**src/rtl/lsu_v1_if.sv**
```systemverilog
// Core request/response and word-memory signals of the load/store unit.
// The master side is the core plus memory; the slave side is the LSU.
interface lsu_v1_if #(
    parameter int unsigned addr_width = 10
);
    logic                  req;
    logic                  ready;
    logic                  is_store;
    logic [2:0]            funct3;
    logic [31:0]           addr;
    logic [31:0]           wdata;
    logic [31:0]           rdata;
    logic                  done;
    logic                  err;
    logic [addr_width-1:0] mem_addr;
    logic [31:0]           mem_data_out;
    logic [31:0]           mem_data_in;
    logic                  mem_write_enable;
    logic                  mem_read_enable;

    modport master (
        output req, is_store, funct3, addr, wdata, mem_data_in,
        input  ready, rdata, done, err, mem_addr, mem_data_out,
               mem_write_enable, mem_read_enable
    );

    modport slave (
        input  req, is_store, funct3, addr, wdata, mem_data_in,
        output ready, rdata, done, err, mem_addr, mem_data_out,
               mem_write_enable, mem_read_enable
    );
endinterface

```
**src/rtl/lsu_v1.sv**
```systemverilog
// RV32 load/store unit in front of a word-wide memory: one request at a time,
// read-modify-write for byte/halfword stores, sign/zero extension for loads.
module lsu_v1 #(
    parameter int unsigned addr_width = 10,
    parameter int unsigned data_width = 32,
    parameter int unsigned rd_latency = 1
) (
    input logic      clk,
    input logic      rst,
    lsu_v1_if.slave  bus
);
    typedef enum logic [2:0] {IDLE, ISSUE_RD, WAIT_RD, WRITE, RESP} state_t;

    state_t                state, state_next;
    logic                  is_store_q;
    logic [2:0]            funct3_q;
    logic [addr_width+1:0] addr_q;
    logic [15:0]           wdata_q;
    logic                  err_q;
    logic [1:0]            cnt;
    logic [data_width-1:0] rdata_q;
    logic [data_width-1:0] mem_data_out_q;
    logic                  req_err;
    logic                  is_sw;
    logic                  rd_last;
    logic [7:0]            lane_byte;
    logic [15:0]           lane_half;
    logic [data_width-1:0] load_value;
    logic [data_width-1:0] merged;

    // Illegal width codes and misaligned halfword/word accesses
    always_comb begin
        if (bus.is_store)
            req_err = bus.funct3[2] || (bus.funct3[1:0] == 2'b11);
        else
            req_err = (bus.funct3[1:0] == 2'b11) || (bus.funct3 == 3'b110);
        if (bus.funct3[1:0] == 2'b01 && bus.addr[0])
            req_err = 1'b1;
        if (bus.funct3[1:0] == 2'b10 && bus.addr[1:0] != 2'b00)
            req_err = 1'b1;
    end

    assign is_sw   = bus.is_store && (bus.funct3 == 3'b010);
    assign rd_last = (cnt == 2'd1);

    // Load extraction and store merge work directly on the word arriving on the capture edge
    always_comb begin
        lane_byte = bus.mem_data_in[{addr_q[1:0], 3'b000} +: 8];
        lane_half = bus.mem_data_in[{addr_q[1], 4'b0000} +: 16];
        case (funct3_q)
            3'b000:  load_value = {{24{lane_byte[7]}}, lane_byte};
            3'b100:  load_value = {24'd0, lane_byte};
            3'b001:  load_value = {{16{lane_half[15]}}, lane_half};
            3'b101:  load_value = {16'd0, lane_half};
            default: load_value = bus.mem_data_in;
        endcase
        merged = bus.mem_data_in;
        if (funct3_q[0])
            merged[{addr_q[1], 4'b0000} +: 16] = wdata_q;
        else
            merged[{addr_q[1:0], 3'b000} +: 8] = wdata_q[7:0];
    end

    always_ff @(posedge clk) begin
        if (rst)
            state <= IDLE;
        else
            state <= state_next;
    end

    always_comb begin
        state_next = state;
        case (state)
            IDLE: begin
                if (bus.req) begin
                    if (req_err)
                        state_next = RESP;
                    else if (is_sw)
                        state_next = WRITE;
                    else
                        state_next = ISSUE_RD;
                end
            end
            ISSUE_RD: state_next = WAIT_RD;
            WAIT_RD:  if (rd_last) state_next = is_store_q ? WRITE : RESP;
            WRITE:    state_next = RESP;
            RESP:     state_next = IDLE;
            default:  state_next = IDLE;
        endcase
    end

    always_comb begin
        bus.ready            = (state == IDLE);
        bus.done             = (state == RESP);
        bus.err              = (state == RESP) && err_q;
        bus.mem_read_enable  = (state == ISSUE_RD);
        bus.mem_write_enable = (state == WRITE);
    end

    always_ff @(posedge clk) begin
        if (rst) begin
            is_store_q     <= 1'b0;
            funct3_q       <= '0;
            addr_q         <= '0;
            wdata_q        <= '0;
            err_q          <= 1'b0;
            cnt            <= '0;
            rdata_q        <= '0;
            mem_data_out_q <= '0;
        end else begin
            case (state)
                IDLE: begin
                    if (bus.req) begin
                        is_store_q     <= bus.is_store;
                        funct3_q       <= bus.funct3;
                        addr_q         <= bus.addr[addr_width+1:0];
                        wdata_q        <= bus.wdata[15:0];
                        err_q          <= req_err;
                        mem_data_out_q <= bus.wdata;
                    end
                end
                ISSUE_RD: cnt <= 2'(rd_latency);
                WAIT_RD: begin
                    cnt <= cnt - 2'd1;
                    if (rd_last) begin
                        if (is_store_q)
                            mem_data_out_q <= merged;
                        else
                            rdata_q <= load_value;
                    end
                end
                default: ;
            endcase
        end
    end

    assign bus.rdata        = rdata_q;
    assign bus.mem_addr     = addr_q[addr_width+1:2];
    assign bus.mem_data_out = mem_data_out_q;
endmodule
```
**src/flat_wrapper.sv**
```systemverilog
// flat-port wrapper written by rule: the top's interface ports become plain ports
module lsu_v1_flat 
#(
    parameter int unsigned addr_width = 10,
    parameter int unsigned data_width = 32,
    parameter int unsigned rd_latency = 1
)
  (clk, rst, bus_req, bus_is_store, bus_funct3, bus_addr, bus_wdata, bus_mem_data_in, bus_ready, bus_rdata, bus_done, bus_err, bus_mem_addr, bus_mem_data_out, bus_mem_write_enable, bus_mem_read_enable);
  lsu_v1_if #(.addr_width(addr_width)) bus_i ();
  input logic clk;
  input logic rst;
  input wire logic [$bits(bus_i.req)-1:0] bus_req;
  input wire logic [$bits(bus_i.is_store)-1:0] bus_is_store;
  input wire logic [$bits(bus_i.funct3)-1:0] bus_funct3;
  input wire logic [$bits(bus_i.addr)-1:0] bus_addr;
  input wire logic [$bits(bus_i.wdata)-1:0] bus_wdata;
  input wire logic [$bits(bus_i.mem_data_in)-1:0] bus_mem_data_in;
  output wire logic [$bits(bus_i.ready)-1:0] bus_ready;
  output wire logic [$bits(bus_i.rdata)-1:0] bus_rdata;
  output wire logic [$bits(bus_i.done)-1:0] bus_done;
  output wire logic [$bits(bus_i.err)-1:0] bus_err;
  output wire logic [$bits(bus_i.mem_addr)-1:0] bus_mem_addr;
  output wire logic [$bits(bus_i.mem_data_out)-1:0] bus_mem_data_out;
  output wire logic [$bits(bus_i.mem_write_enable)-1:0] bus_mem_write_enable;
  output wire logic [$bits(bus_i.mem_read_enable)-1:0] bus_mem_read_enable;
  assign bus_i.req = bus_req;
  assign bus_i.is_store = bus_is_store;
  assign bus_i.funct3 = bus_funct3;
  assign bus_i.addr = bus_addr;
  assign bus_i.wdata = bus_wdata;
  assign bus_i.mem_data_in = bus_mem_data_in;
  assign bus_ready = bus_i.ready;
  assign bus_rdata = bus_i.rdata;
  assign bus_done = bus_i.done;
  assign bus_err = bus_i.err;
  assign bus_mem_addr = bus_i.mem_addr;
  assign bus_mem_data_out = bus_i.mem_data_out;
  assign bus_mem_write_enable = bus_i.mem_write_enable;
  assign bus_mem_read_enable = bus_i.mem_read_enable;
  lsu_v1 #(.addr_width(addr_width), .data_width(data_width), .rd_latency(rd_latency)) u_core (.clk(clk), .rst(rst), .bus(bus_i));
endmodule
```
**config.mk**
```make
export PLATFORM = sky130hd
export DESIGN_NAME = lsu_v1_flat
export DESIGN_NICKNAME = d
export VERILOG_FILES = /design/src/rtl/lsu_v1_if.sv /design/src/rtl/lsu_v1.sv /design/src/flat_wrapper.sv
export SDC_FILE = /design/constraint.sdc
export NUM_CORES = 1
export LEC_CHECK = 0
export BUFFER_PORTS_ARGS = -buffer_cell sky130_fd_sc_hd__buf_2
export CORE_AREA = 4 4 122 124
export CTS_CLUSTER_DIAMETER = 150
export DETAILED_ROUTE_END_ITERATION = 8
export DIE_AREA = 0 0 126 128
export PLACE_DENSITY_LB_ADDON = 0.2
export SKIP_LAST_GASP = 1
export SYNTH_ARGS = -nofsm -noshare
export SYNTH_HDL_FRONTEND = slang
export SYNTH_SLANG_ARGS = --single-unit
```
**constraint.sdc**
```tcl
create_clock -name clk -period 5.3 [get_ports clk]
set_input_delay 1.06 -clock clk [delete_from_list [all_inputs] [get_ports clk]]
set_output_delay 1.06 -clock clk [all_outputs]
set_load 0.01 [all_outputs]
```
==> summary.txt, run 1 <==
Lkg Pwr - 2.83 nW
First-pass GRT wire length - 30,200 µm
GRT Total Usage - 23.3%
Main flop type after synthesis - dfxtp_1
Synthesized area - 6060 µm²
Clock Root Buffer - clkbuf_16
Via-per-instance ratio - 5.83
CTS tree - built
Worst Path Required - 5.57 ns
Layout Utilization - 51.5%
Slew margin rel. - 18.9%
Final Hold Viols - 0
First drt pass iteration count - 5
Ys async rst share - 0%
Met2 wire length - 8810 µm
Top-count cell post-synth - dfxtp_1
Clk slew on worst S/H paths - 0.07 ns
Core ar. - 13,800 µm²
Hold Crit Class - flop to flop
Final setup viols - 0
Worst Hold Slack - 0.451 ns
Flop and latch count out of synthesis - 102
Post-placement cell area - 6780 µm²
ANT nets after route - 0
DR WL/cell - 19.7 µm
Register area share after synthesis - 33.7%
Setup Skew - 0.00784 ns
Post-synth top cells - 102 x dfxtp_1, 87 x nand2_1, 71 x a21oi_1, 64 x nor2_1, 36 x mux2i_1
Sink Count - 102
Post-Syn Instances - 682
Final Cycle Share - 59.4%
Global placer's final weighted congestion - 0.906
Post-CTS sizing - 0
CP Capture Type - flop
Max-Cap Viols - 0
Clock insertion delay at the later pin of the skew report - 0.35 ns
Clk buf depth - 2
WP data arrival - 3.42 ns
Via count - 5,680
CP Class - flop to flop
Post-synth EDFFs - 0
Hold-fix buffer count after cts - 0
Nets - 897
Residual DRC count - 0
Dpl hpwl - 13,800 µm
Die width - 126 µm
Postcts setup bufs - 0
CTS buffer count - 9
Die ar. - 16,100 µm²
Largest net degree at the start of global routing - 69
# IOs - 182
H-Tree Depth - 3
Slew of the pin with the lowest slew margin - 1.20 ns
Top area cells in the synthesized netlist - dfxtp_1 34%, a221oi_2 7.4%, mux2i_1 5.9%
Share of post-route cells with drive strength above 1 - 36.9%
Layout area overhead - 17.0%
Status - completed
Pins Over Slew Limit - 0
R2R depth - 6
Die H - 128 µm
Worst R2R Setup Slack - 2.15 ns
Initial antenna violation count - 1
Yosys top cell area share - 33.7%
Final wirelength - 19,200 µm
Worst hold path depth - 2
GR Overflow Total - 0
Initial Utilization - 44.0%
Post-Syn Nets - 791
Synth cell types - 53
Total power - 2.00 mW
RSZ-0062 raised after global routing - no
Filler Cells Inserted - 1,359
I/O Buffers - 161
Setup TNS - 0 ns
Maximum clock rate - 318 MHz
P per Cell Area - 282 nW/µm²
Peak supply drop - 141 µV
Startpoint Class - flop
Min Tclk post-route - 3.15 ns
Met1 wire length - 8240 µm
Yosys top cell by area - dfxtp_1
Top sig layer - met5
Critical Path Fanout Max - 33
Synthesized area per cell - 8.89 µm²
Syn. warnings - 0
1st-iter DRT viols - 499
Final instance area - 7100 µm²
Vias in the first global route - 5,361
Met3 wire len - 1530 µm
Row cnt - 43
power by group:
part	internal (mW)	switching, mW	leakage, nW
sequential	0.813	0.0451	0.836
combinational	0.177	0.272	1.85
clock	0.391	0.303	0.144
layout by cell type, fill, tap and decap left out, types with 3 or more instances in the layout:
master and n:
buf_2 160, a21oi_1 71, ha_1 6, a221o_1 33, clkbuf_16 9, nor3_1 9
dfxtp_1 100, a221oi_1 4, o21ai_0 7, mux2i_1 36, clkinvlp_4 3, a221oi_2 30
nor2b_1 3, buf_4 13, o211ai_1 3, a311oi_1 18, nor3_2 28, nand2b_1 5
o221ai_1 3, a211oi_1 6, mux2_2 6, inv_1 11, nor2_1 64, nand2_1 87
nand3_1 5, a21oi_2 28, a211o_1 3, nor4bb_1 3, a21o_1 5
cells by family after synthesis:
family / after synthesis / share of synthesized area, %
multiplexers: 45 / 8.05
adder cells (fa/ha/maj): 6 / 1.24
AND/OR/NAND/NOR: 221 / 19.1
flip-flops: 102 / 33.7
AO/OA/AOI/OAI: 219 / 30.3
buffers and inverters: 89 / 7.64
path summary, 6_finish.rpt:
| path | startpoint | endpoint |
|---|---|---|
| max | u_core.addr_q[1]$_SDFFE_PP0P_ | u_core.bus.mem_data_out[24]$_SDFFE_PP0P_ |
| min | u_core.addr_q[5]$_SDFFE_PP0P_ | u_core.addr_q[5]$_SDFFE_PP0P_ |
| max reg2reg | u_core.addr_q[1]$_SDFFE_PP0P_ | u_core.bus.mem_data_out[24]$_SDFFE_PP0P_ |
| min reg2reg | u_core.addr_q[5]$_SDFFE_PP0P_ | u_core.addr_q[5]$_SDFFE_PP0P_ |
registers in the layout, summed over array words and instances (netlist names):
name,count
u_core.wdata_q,16
u_core.state,3
u_core.bus.rdata,32
u_core.is_store_q,1
u_core.addr_q,12
u_core.cnt,2
u_core.funct3_q,3
u_core.err_q,1
u_core.bus.mem_data_out,32
layout make-up:
class | count | area (µm²) | area share, %
Multi-Input combinational cell | 491 | 3570 | 50.4
Sequential cell | 102 | 2040 | 28.8
Timing Repair Buffer | 173 | 898 | 12.7
Clock buffer | 11 | 253 | 3.56
Tap cell | 180 | 225 | 3.17
Clock inverter | 5 | 57.6 | 0.811
Inverter | 11 | 41.3 | 0.582
Antenna cell | 1 | 2.50 | 0.0353
stage by stage:
| step | worst slack (ns) | std cells |
|---|---|---|
| detailed placement | 2.22 | 957 |
| CTS | 2.22 | 973 |
| floorplan | 2.90 | 682 |
| global placement | 2.26 | 957 |
| global route | 1.80 | 973 |
| finish | 2.15 | 974 |
worst max-delay path, cell delays in order, from the launching register on:
cell	delay [ns]
dfxtp_2	0.64
buf_4	0.57
ha_1	0.27
nor4bb_1	1.01
a221o_1	0.30
a221oi_2	0.06
nor3_2	0.19
metal layers:
layer	vias up	track usage, %
met2	231	37.0
met3	38	5.92
met1	2676	30.9
met5	-	0
li1	2733	-
met4	2	7.82
Note: power is estimated with default switching activity, not from simulation.
==> run 2: changes to the inputs <==
==> constraint.sdc (replaced) <==
create_clock -name clk -period 2.8 [get_ports clk]
set_input_delay 0.56 -clock clk [delete_from_list [all_inputs] [get_ports clk]]
set_output_delay 0.56 -clock clk [all_outputs]
set_load 0.01 [all_outputs]
==> run 2 against run 1 <==
Effect of this change: sequential cell count unchanged; global-route usage increased by 0.59 points; routed wire length increased by 3.3%; fmax increased by 23%; register-to-register slack got worse by 1.9 ns; combinational power increased by 94%; core utilization increased by 0.41 points; highest routed layer unchanged; largest power group unchanged; final area increased by 0.79%.
==> summary.txt, run 2 (synthesis results as in run 1) <==
CTS buffer count - 9 (unchanged)
CTS tree - built
Total power - 3.74 mW (+87%)
Hold Crit Class - primary input to flop
Critical Path Fanout Max - 11 (-67%)
Worst R2R Setup Slack - 0.24 ns (-1.91 ns)
First drt pass iteration count - 6 (+1)
I/O Buffers - 161 (unchanged)
Lkg Pwr - 2.86 nW (+1.3%)
Largest net degree at the start of global routing - 66 (-4.3%)
GR Overflow Total - 0 (unchanged)
Clk slew on worst S/H paths - 0.07 ns (about the same)
CP Class - flop to flop
Dpl hpwl - 14,300 µm (+3.6%)
Via count - 5,720 (+0.70%)
Postcts setup bufs - 0 (unchanged)
Worst r2r src - u_core.addr_q[1]$_SDFFE_PP0P_
Status - completed
Setup TNS - 0 ns (unchanged)
# IOs - 182 (unchanged)
Final Cycle Share - 91.4% (+32 points)
CP Capture Type - flop
Cell chain of the critical path - inv_1 > ha_1 > nor4bb_1 > buf_4 > a221o_1 > a221oi_2 > nor3_2
Share of post-route cells with drive strength above 1 - 37.4% (+0.43 points)
Worst hold path depth - 3 (+1)
Slew of the pin with the lowest slew margin - 0.891 ns (-0.310 ns)
Hold-fix buffer count after cts - 0 (unchanged)
ANT nets after route - 0 (unchanged)
Core ar. - 13,800 µm² (unchanged)
Final setup viols - 0 (unchanged)
Min Tclk post-route - 2.56 ns (-0.587 ns)
Die ar. - 16,100 µm² (unchanged)
Clock insertion delay at the later pin of the skew report - 0.35 ns (about the same)
Crit-path max cell delay - 0.79 ns (-0.22 ns)
First-pass GRT wire length - 30,600 µm (+1.3%)
Commonest non-fill, non-tap cell in the layout - buf_2
H-Tree Depth - 3 (unchanged)
WP data arrival - 2.83 ns (-0.59 ns)
1st-iter DRT viols - 553 (+11%)
Crit path buffers/inverters - 2 (+1)
Die H - 128 µm (unchanged)
Seq. cell area - 2040 µm² (unchanged)
Pins Over Slew Limit - 0 (unchanged)
Slew margin rel. - 39.8% (+21 points)
Worst Path Required - 3.08 ns (-2.49 ns)
DR WL/cell - 20.2 µm (+2.6%)
Initial Utilization - 44.0% (unchanged)
RSZ-0062 raised after global routing - no
Reg2reg end - u_core.bus.mem_data_out[20]$_SDFFE_PP0P_
Crit path from - u_core.addr_q[1]$_SDFFE_PP0P_
Final wirelength - 19,800 µm (+3.3%)
Clk buf depth - 2 (unchanged)
GRT Total Usage - 23.9% (+0.59 points)
Post-placement cell area - 6860 µm² (+1.1%)
Post-CTS sizing - 0 (unchanged)
Nets - 904 (+0.78%)
Maximum clock rate - 391 MHz (+23%)
Min-Delay Startpoint - bus_addr[5]
Final Hold Viols - 0 (unchanged)
Row cnt - 43 (unchanged)
Initial antenna violation count - 1 (unchanged)
R2R depth - 7 (+1)
Setup Skew - 0.00843 ns (+0.000590 ns)
Hold path endpoint - u_core.addr_q[5]$_SDFFE_PP0P_
Most frequent cells in the layout - 160 x buf_2, 100 x dfxtp_1, 87 x nand2_1
Residual DRC count - 0 (unchanged)
Peak supply drop - 250 µV (+78%)
Area occupied by multi-input gates - 3570 µm² (unchanged)
Layout area overhead - 18.0%
Clock Root Buffer - clkbuf_16
P per Cell Area - 524 nW/µm² (+86%)
Slowest cell on crit path - nor4bb_1
Sink Count - 102 (unchanged)
Max-Cap Viols - 0 (unchanged)
Filler Cells Inserted - 1,361 (+0.15%)
Crit path max-delay family - simple AND/OR/NAND/NOR gates
Final instance area - 7150 µm² (+0.79%)
Layout Utilization - 51.9% (+0.41 points)
Die width - 126 µm (unchanged)
N_diodes - 0 (-1)
Vias in the first global route - 5,390 (+0.54%)
Global placer's final weighted congestion - 0.894 (-1.3%)
Via-per-instance ratio - 5.84 (about the same)
Startpoint Class - flop
-- run 2: cell count changes in the layout (fill, tap and decap cells not counted), sizes merged --
cell / before / now
clkinv: 1 / 2
buf: 173 / 180
clkbuf: 11 / 10
diode: 1 / 0
-- run 2: final cells by class --
type	instances	area share, %
Multi-Input combinational cell	491	50.0
Timing Repair Buffer	180	13.6
Clock inverter	6	0.875
Tap cell	180	3.15
Inverter	11	0.577
Clock buffer	10	3.20
Sequential cell	102	28.6
-- run 2: worst max-delay path by stage --
stage	to	slack (ns)	depth (start not counted)
6_report	u_core.bus.mem_data_out[20]$_SDFFE_PP0P_	0.24	7
3_3_place_gp	u_core.bus.mem_data_out[20]$_SDFFE_PP0P_	0.42	7
3_5_place_dp	u_core.bus.mem_data_out[20]$_SDFFE_PP0P_	0.41	7
5_1_grt	u_core.bus.mem_data_out[20]$_SDFFE_PP0P_	0.15	7
4_1_cts	u_core.bus.mem_data_out[20]$_SDFFE_PP0P_	0.38	7
2_1_floorplan	u_core.bus.mem_data_out[10]$_SDFFE_PP0P_	0.40	10
-- run 2: worst register-to-register path, delay by kind of cell (launching register included) --
family | cells | cell delay [ns]
flops | 1 | 0.48
compound gates | 2 | 0.25
fa+ha+maj | 1 | 0.36
simple gates | 2 | 0.98
buf+inv | 2 | 0.41
-- run 2: where the power goes --
group	internal [mW]	switching, mW
clock network	0.690	0.561
registers	1.54	0.0867
logic	0.344	0.524
total	2.57	1.17
-- run 2: per-layer routing --
metal  routed length [µm]  up-vias  part of all wire, %  track usage (%)
met5                   13        -                0.066                0
met4                  439        2                  2.2             7.76
met3                 1470       35                  7.4             4.25
met2                 9210      249                   47             38.4
met1                 8660     2692                   44             32.5
li1                     -     2742                    -                -
-- run 2: through the flow --
step           hold slack, ns  worst slack, ns  std cells
2_1_floorplan           0.432            0.402        682
3_3_place_gp            0.440            0.416        964
3_5_place_dp            0.444            0.413        964
4_1_cts                 0.427            0.376        980
5_1_grt                 0.442            0.154        980
6_report                0.438            0.241        980
